<file path="config.mk">
export PLATFORM = sky130hd
export DESIGN_NAME = seq_divider
export DESIGN_NICKNAME = d
export VERILOG_FILES = /design/src/rtl/seq_divider.sv
export SDC_FILE = /design/constraint.sdc
export NUM_CORES = 1
export LEC_CHECK = 0
export ABC_AREA = 1
export BUFFER_PORTS_ARGS = -buffer_cell sky130_fd_sc_hd__clkbuf_2
export CAP_MARGIN = 20
export CORE_MARGIN = 5
export CORE_UTILIZATION = 36
export CTS_BUF_LIST = sky130_fd_sc_hd__clkbuf_8
export DETAILED_ROUTE_END_ITERATION = 10
export SYNTH_ARGS = -nofsm -noshare
export SYNTH_HDL_FRONTEND = slang
export SYNTH_SLANG_ARGS = --single-unit
</file>
<file path="constraint.sdc">
create_clock -name clk -period 2.01 [get_ports clk]
set_input_delay 0.3015 -clock clk [delete_from_list [all_inputs] [get_ports clk]]
set_output_delay 0.3015 -clock clk [all_outputs]
set_load 0.01 [all_outputs]
</file>
<file path="src/rtl/seq_divider.sv">
// Sequential unsigned restoring divider: one quotient bit per clock.
// Start/done handshake; quotient/remainder registers change only on entry to DONE.
module seq_divider #(
    parameter int WIDTH = 16
) (
    input  logic             clk,
    input  logic             rst_n,
    input  logic             start,
    input  logic [WIDTH-1:0] dividend,
    input  logic [WIDTH-1:0] divisor,
    output logic             busy,
    output logic             done,
    output logic [WIDTH-1:0] quotient,
    output logic [WIDTH-1:0] remainder,
    output logic             div_by_zero
);

    localparam int CW = $clog2(WIDTH);
    localparam logic [CW-1:0] LAST = CW'(WIDTH - 1);

    typedef enum logic [1:0] {
        IDLE = 2'd0,
        RUN  = 2'd1,
        DONE = 2'd2
    } state_t;

    state_t           state;
    logic [WIDTH-1:0] rem_acc;
    logic [WIDTH-1:0] quo_acc;
    logic [WIDTH-1:0] dsr;
    logic [CW-1:0]    count;
    logic [WIDTH-1:0] rem_nxt;
    logic [WIDTH-1:0] quo_nxt;

    // One restoring step. The stored remainder is always below the divisor, so it
    // fits in WIDTH bits; only the shifted trial needs the extra bit, whose MSB is the borrow.
    function automatic logic [2*WIDTH-1:0] div_step(
        input logic [WIDTH-1:0] r,
        input logic [WIDTH-1:0] q,
        input logic [WIDTH-1:0] d
    );
        logic [WIDTH:0] shifted;
        logic [WIDTH:0] trial;
        shifted = {r, q[WIDTH-1]};
        trial   = shifted - {1'b0, d};
        if (trial[WIDTH])
            return {shifted[WIDTH-1:0], q[WIDTH-2:0], 1'b0};
        else
            return {trial[WIDTH-1:0], q[WIDTH-2:0], 1'b1};
    endfunction

    always_comb begin
        {rem_nxt, quo_nxt} = div_step(rem_acc, quo_acc, dsr);
    end

    always_ff @(posedge clk) begin
        if (!rst_n) begin
            state       <= IDLE;
            busy        <= 1'b0;
            done        <= 1'b0;
            div_by_zero <= 1'b0;
            quotient    <= '0;
            remainder   <= '0;
            rem_acc     <= '0;
            quo_acc     <= '0;
            dsr         <= '0;
            count       <= '0;
        end else begin
            case (state)
                IDLE: begin
                    done <= 1'b0;
                    if (start) begin
                        dsr     <= divisor;
                        quo_acc <= dividend;
                        rem_acc <= '0;
                        count   <= '0;
                        busy    <= 1'b1;
                        if (divisor == '0) begin
                            // Skip the iteration entirely: report saturated quotient.
                            state       <= DONE;
                            done        <= 1'b1;
                            quotient    <= '1;
                            remainder   <= dividend;
                            div_by_zero <= 1'b1;
                        end else begin
                            state <= RUN;
                        end
                    end
                end
                RUN: begin
                    rem_acc <= rem_nxt;
                    quo_acc <= quo_nxt;
                    count   <= count + CW'(1);
                    if (count == LAST) begin
                        state       <= DONE;
                        done        <= 1'b1;
                        quotient    <= quo_nxt;
                        remainder   <= rem_nxt;
                        div_by_zero <= 1'b0;
                    end
                end
                DONE: begin
                    state <= IDLE;
                    busy  <= 1'b0;
                    done  <= 1'b0;
                end
                default: begin
                    state <= IDLE;
                    busy  <= 1'b0;
                    done  <= 1'b0;
                end
            endcase
        end
    end

endmodule

</file>
==> impl_metrics.toml, run 1 <==
[outcome]
failed_checks = "setup timing"
run_status = "complete, but fails checks"

[layout]
final_cell_mix = "187 x nand2_1, 103 x inv_1, 86 x dfxtp_1, 77 x nor2_1, 69 x clkbuf_2"
n_fill_cell = 1438
design_area_sq_um = 6520
seqCellArea_sq_um = 1790
multiInputGateArea_sq_um = 3100
antennaDiodeCount = 0
layout-drive-gt1-share = 0.269
syn2layout_area_growth_pct = 27.8
final_common_cell = "nand2_1"
nNetsFinal = 911
instances_no_fill = 1043

[timing]
period_share = 1.03
max_freq_mhz = 482
rsz0062_at_grt = "yes"
final-setup-viol-count = 32
fin_worst_skew_ns = 0.0182
hold_viol = 0
min_period_ns = 2.08
tightest_slew_ns = 0.542
maxSlewViolCount = 0
setup_ws_ns = -0.0664
finalHoldWorstSlack_ns = 0.189
maxSlewHeadroom = 0.639

[setup_path]
slowest_delay_ns = 0.35
critPathMaxFanout = 8
criticalPathCategory = "flop to flop"
cp-start-kind = "flop"
cp_cell_sequence = "inv_2, ha_4, fa_2, inv_2, nand2_1, nand2_1, nand3_2, nand2_2, nand2_4, nand2_8, nand2_8, nand2_8, nand3_2, nand3_2, nand2_1, inv_1"
cp_slowest_cell = "dfxtp_2"
worstPathRequired_ns = 2.34
arrival_ns = 2.40
cp-end-kind = "flop"

[clock_tree]
clk_path_buf_depth = 2
clock_latency_ns = 0.39
cts_buffers = 9
cts_num_sinks = 89
clock-root-buffer = "clkbuf_8"
clkSlewWorstSetupHoldPaths_ns = 0.10
htreeDepth = 3
cts_tree = "built"

[detailed_routing]
drt_iter0_drc = 325
vias = 5022
drtAntennaViolNets = 0
remaining_drc_errors = 0
routed_wl_um = 14800
drtPass1Iterations = 5
wl_per_cell_um = 14.2
viasPerCell = 4.81

[global_routing]
grt_pass1_wl_um = 23400
antenna_found_initial = 0
grt_pass1_vias = 4655
grt_overflow = 0
grt_max_degree = 49
track_usage = 0.177

[synth]
postSynthCellCount = 760
netlist_area_sq_um = 5100
ys_ff_latch = 89
syn_nets = 813
synth-edff-count = 0
synth_flop_cell = "dfxtp_1"
ys_seq_area_frac = 0.349
synth.distinct_cells = 34
async_reset_ff_frac = 0
avgSynthCellArea_sq_um = 6.72
yosys_warnings = 0

[pwr]
leakage_uw = 0.00326
power.total_uw = 5490
p_per_area_nw_per_um2 = 841
peakVddDrop_mv = 0.516

[placed_design]
placed_area_sq_um = 5840
dpl.hpwl_um = 10700
place.gp.congestion = 0.863
portBuffers = 69
dp.cells = 1021

[job]
maxCapViolations = 0

[worst_hold_path]
hold_path.class = "input port to flop"

[floorplan]
ios = 70
initial_core_util = 0.368
die-area_sq_um = 16700
chipWidth_um = 129
coreArea_sq_um = 13900
std_cell_rows = 43
fp.dieH_um = 129
[cell usage after synthesis (2+ instances only)]
library cell	number	area, sq um
nand2_1	188	706
inv_1	105	394
dfxtp_1	89	1780
nor2_1	77	289
nand3_1	64	320
o21ai_0	44	220
a21oi_1	38	190
nor3_1	23	115
nand3_2	19	190
clkbuf_1	18	67.6
ha_1	17	213
a31oi_1	15	93.8
nand2_2	9	56.3
a21oi_2	7	61.3
buf_2	7	35.0
xor2_1	6	52.6
inv_2	5	18.8
buf_6	4	45.0
nand4_1	4	25.0
and2_1	3	18.8
a21oi_4	2	32.5
buf_12	2	40.0
clkbuf_8	2	27.5
nand2_4	2	22.5
[what timing repair did]
item                                    4_1_cts  5_1_grt
resized for setup                            39       28
hold buffers                                  0        0
pin swaps                                    16       21
buffers inserted                              2        0
cloned                                        4        0
endpoints found under the setup margin       34       34
[state kept, by name, indices dropped and copies added, names as in the netlist]
register and cells:
div_by_zero 1, quo_acc 16, done 1, rem_acc 16, dsr 16, busy 1
quotient 16, count 4, remainder 16, state 2
[path summary, 6_finish.rpt]
path / from / end / slack [ns] / depth (start not counted)
worst min register to register: dsr[14]$_SDFFE_PN0P_ / dsr[14]$_SDFFE_PN0P_ / 0.46 / 2
worst min-delay path: dividend[8] / quo_acc[8]$_SDFFE_PN0P_ / 0.19 / 3
worst max-delay path: quo_acc[15]$_SDFFE_PN0P_ / remainder[6]$_SDFFE_PN0P_ / -0.07 / 16
worst max register to register: quo_acc[15]$_SDFFE_PN0P_ / remainder[6]$_SDFFE_PN0P_ / -0.07 / 16
[logic make-up (layout without fill, tap and decap cells)]
group	after synthesis	in the layout	synth area share
AOI/OAI and AO/OA	108	108	0.120
xor gates and xnor gates	7	7	0.0120
adders and majority gates	18	18	0.0456
buffers and inverters	145	244	0.125
DFF	89	89	0.349
and+or+nand+nor	393	397	0.348
[metal layers]
metal,global-route usage,vias to the layer above,share of wire
li1,-,2629,-
met1,0.247,2252,0.48
met2,0.271,118,0.45
met3,0.0420,23,0.053
met4,0.0599,0,0.022
met5,0,-,0
[area by class of cell]
cell class                 instances  area share
multi-input combinational        530       0.476
sequential                        89       0.274
timing repair buffer             117       0.116
inverter                         111      0.0639
tap                              180      0.0345
clock buffer                      10      0.0211
clock inverter                     6      0.0150
[stage by stage]
stage / worst slack (ns) / util / setup TNS (ns)
3_5_place_dp: -0.161 / 0.420 / -3.13
3_3_place_gp: -0.0906 / 0.420 / -1.07
6_report: -0.0664 / 0.470 / -1.02
5_1_grt: -0.174 / 0.470 / -4.76
4_1_cts: 0.00136 / 0.459 / 0
2_1_floorplan: 0.00192 / - / 0
[report_power, final]
part / switching, uW / leakage, uW / internal (uW)
clock network: 722 / 0.000119 / 752
registers: 105 / 0.000730 / 1920
logic: 1250 / 0.00241 / 741
[worst max-delay path: cells and delay by family (launching register included)]
kind / cells / cell delay [ns]
adders and majority gates: 2 / 0.49
buffers and inverters: 3 / 0.14
DFF: 1 / 0.35
and+or+nand+nor: 11 / 1.02
Power figures use the tool's default switching activity.
==> run 2: changes to the inputs <==
--- a/config.mk
+++ b/config.mk
@@ -12,6 +12,9 @@
 export CORE_UTILIZATION = 36
 export CTS_BUF_LIST = sky130_fd_sc_hd__clkbuf_8
 export DETAILED_ROUTE_END_ITERATION = 10
+export RECOVER_POWER = 50
+export SETUP_SLACK_MARGIN = 0.02
+export SKIP_CTS_REPAIR_TIMING = 1
 export SYNTH_ARGS = -nofsm -noshare
 export SYNTH_HDL_FRONTEND = slang
 export SYNTH_SLANG_ARGS = --single-unit
==> run 2 against run 1 <==
Compared with the run above:
- the flow still finishes with violations (setup timing)
- combinational power about the same
- sequential cell count is the same
- critical path depth is 1 higher
- register-to-register slack hardly changed
- first-iteration DRC count down 3.4%
- clock power is 9% lower
- highest routed layer unchanged
==> impl_metrics.toml, run 2 (synthesis gave the netlist of run 1 again) <==
[global_routing]
grtUsageMet1 = 0.243
busiest_layer = "met2"
track_usage = 0.172
antenna_found_initial = 0
gr-usage-met3 = 0.0280
grt_pass1_wl_um = 22600
grt_overflow = 0
grt_pass1_vias = 4497
grt_max_degree = 49
met2_usage = 0.266

[setup_path]
worstReg2RegStart = "quo_acc[15]$_SDFFE_PN0P_"
ff2ff_setup_slack_ns = -0.08
criticalPathCategory = "flop to flop"
worstPathRequired_ns = 2.35
cp-end-kind = "flop"
cp-start-kind = "flop"
critPathMaxFanout = 7
arrival_ns = 2.42
timing.rr.end = "remainder[1]$_SDFFE_PN0P_"
r2r_cells = 17

[timing]
tightest_slew_ns = 0.680
hold_viol = 0
fin_worst_skew_ns = 0.0136
maxSlewViolCount = 0
maxSlewHeadroom = 0.547
rsz0062_at_grt = "yes"
setup_ws_ns = -0.0766
final-setup-viol-count = 29
max_freq_mhz = 479
min_period_ns = 2.09
period_share = 1.04

[outcome]
failed_checks = "setup timing"
run_status = "complete, but fails checks"

[floorplan]
chipWidth_um = 129
fp.dieH_um = 129
die-area_sq_um = 16700
coreArea_sq_um = 13900
std_cell_rows = 43
ios = 70
initial_core_util = 0.368

[detailed_routing]
remaining_drc_errors = 0
vias = 4977
drtAntennaViolNets = 0
drtPass1Iterations = 5
routed_wl_um = 14600
drt_iter0_drc = 314
viasPerCell = 4.79
wl_per_cell_um = 14.0

[pwr]
pwr-share-seq = 0.379
power.total_uw = 5330
internal_power_uw = 3270
power_switching_uw = 2060
p_per_area_nw_per_um2 = 837
peakVddDrop_mv = 0.351
swShare = 0.386
p_clk_frac = 0.251
combPwrFrac = 0.370
leakage_uw = 0.00310

[layout]
nNetsFinal = 907
syn2layout_area_growth_pct = 24.7
final_cell_mix = "187 x nand2_1, 103 x inv_1, 87 x dfxtp_1, 77 x nor2_1, 50 x nand3_2"
antennaDiodeCount = 0
layout-drive-gt1-share = 0.224
final_common_cell = "nand2_1"

[clock_tree]
clock-root-buffer = "clkbuf_8"
htreeDepth = 3
cts_num_sinks = 89
cts_buffers = 9
cts_tree = "built"
clk_path_buf_depth = 2
clkSlewWorstSetupHoldPaths_ns = 0.10
clock_latency_ns = 0.39

[worst_hold_path]
holdPathStages = 3
hold_path.class = "input port to flop"
hold_end = "quo_acc[9]$_SDFFE_PN0P_"
min_from = "dividend[9]"

[placed_design]
place.gp.congestion = 0.870
dpl_worst_slack_ns = -0.103
portBuffers = 69
dpl.hpwl_um = 10600

[job]
maxCapViolations = 0
run 2: changes by cell type in the layout (fill, tap and decap cells not counted), sizes merged:
cell | before | now
clkinv | 3 | 4
buf | 48 | 45
nand2 | 203 | 201
bufinv | 2 | 1
clkbuf | 79 | 80
run 2: per-layer routing:
metal | part of all wire | vias up | wire (um)
li1 | - | 2611 | -
met1 | 0.49 | 2252 | 7090
met2 | 0.45 | 96 | 6580
met3 | 0.042 | 18 | 616
met4 | 0.019 | 0 | 270
met5 | 0 | - | 0
run 2: power by group through the flow:
| stage | Combinational (uW) | Clock (uW) | Sequential [uW] |
|---|---|---|---|
| after floorplan | 1200 | 0 | 2060 |
| after global placement | 1740 | 0 | 2050 |
| after detailed placement | 1740 | 0 | 2060 |
| after CTS | 1760 | 1370 | 2020 |
| after global routing | 2180 | 1440 | 2040 |
| final | 1970 | 1340 | 2020 |
run 2: final cells by class:
cell class              count  area (sq um)
well taps                 180           225
inverters                 111           417
clock inverters             6          67.6
clock buffers              10           138
flip-flops and latches     89          1780
repair buffers            115           698
multi-input cells         528          3040
fillers                  1481          7510
run 2: worst max-delay path by stage:
stage,start,end,slack (ns),cells past startpoint
CTS,quo_acc[15]$_SDFFE_PN0P_,rem_acc[15]$_SDFFE_PN0P_,-0.13,16
floorplan,quo_acc[15]$_SDFFE_PN0P_,quotient[0]$_SDFFE_PN0P_,0.02,16
global placement,quo_acc[15]$_SDFFE_PN0P_,rem_acc[15]$_SDFFE_PN0P_,-0.06,16
detailed placement,quo_acc[15]$_SDFFE_PN0P_,rem_acc[15]$_SDFFE_PN0P_,-0.10,16
global route,quo_acc[15]$_SDFFE_PN0P_,rem_acc[1]$_SDFFE_PN0P_,-0.19,17
finish,quo_acc[15]$_SDFFE_PN0P_,remainder[1]$_SDFFE_PN0P_,-0.08,17
run 2: worst max-delay path: stages (launching register included):
cell and delay (ns):
dfxtp_2 0.34, inv_2 0.04, ha_4 0.15, fa_2 0.34, inv_2 0.06, nand2_1 0.04
nand2_1 0.08, nand3_2 0.07, nand2_2 0.10, nand2_4 0.08, nand2_4 0.12, nand2_4 0.08
nand2_8 0.10, buf_12 0.13, nand3_2 0.11, nand3_2 0.11, nand2_1 0.05, inv_1 0.04
run 2: through the flow:
| step | area (sq um) | TNS [ns] | hold WS (ns) | util | std cells |
|---|---|---|---|---|---|
| final | 6370 | -0.880 | 0.178 | 0.459 | 1039 |
| after global placement | 5850 | -0.785 | 0.446 | 0.422 | 1021 |
| after global routing | 6370 | -4.72 | 0.183 | 0.459 | 1039 |
| after CTS | 6060 | -2.59 | 0.159 | 0.436 | 1037 |
| after detailed placement | 5850 | -1.77 | 0.451 | 0.422 | 1021 |
| after floorplan | 5110 | 0 | 0.433 | - | 760 |
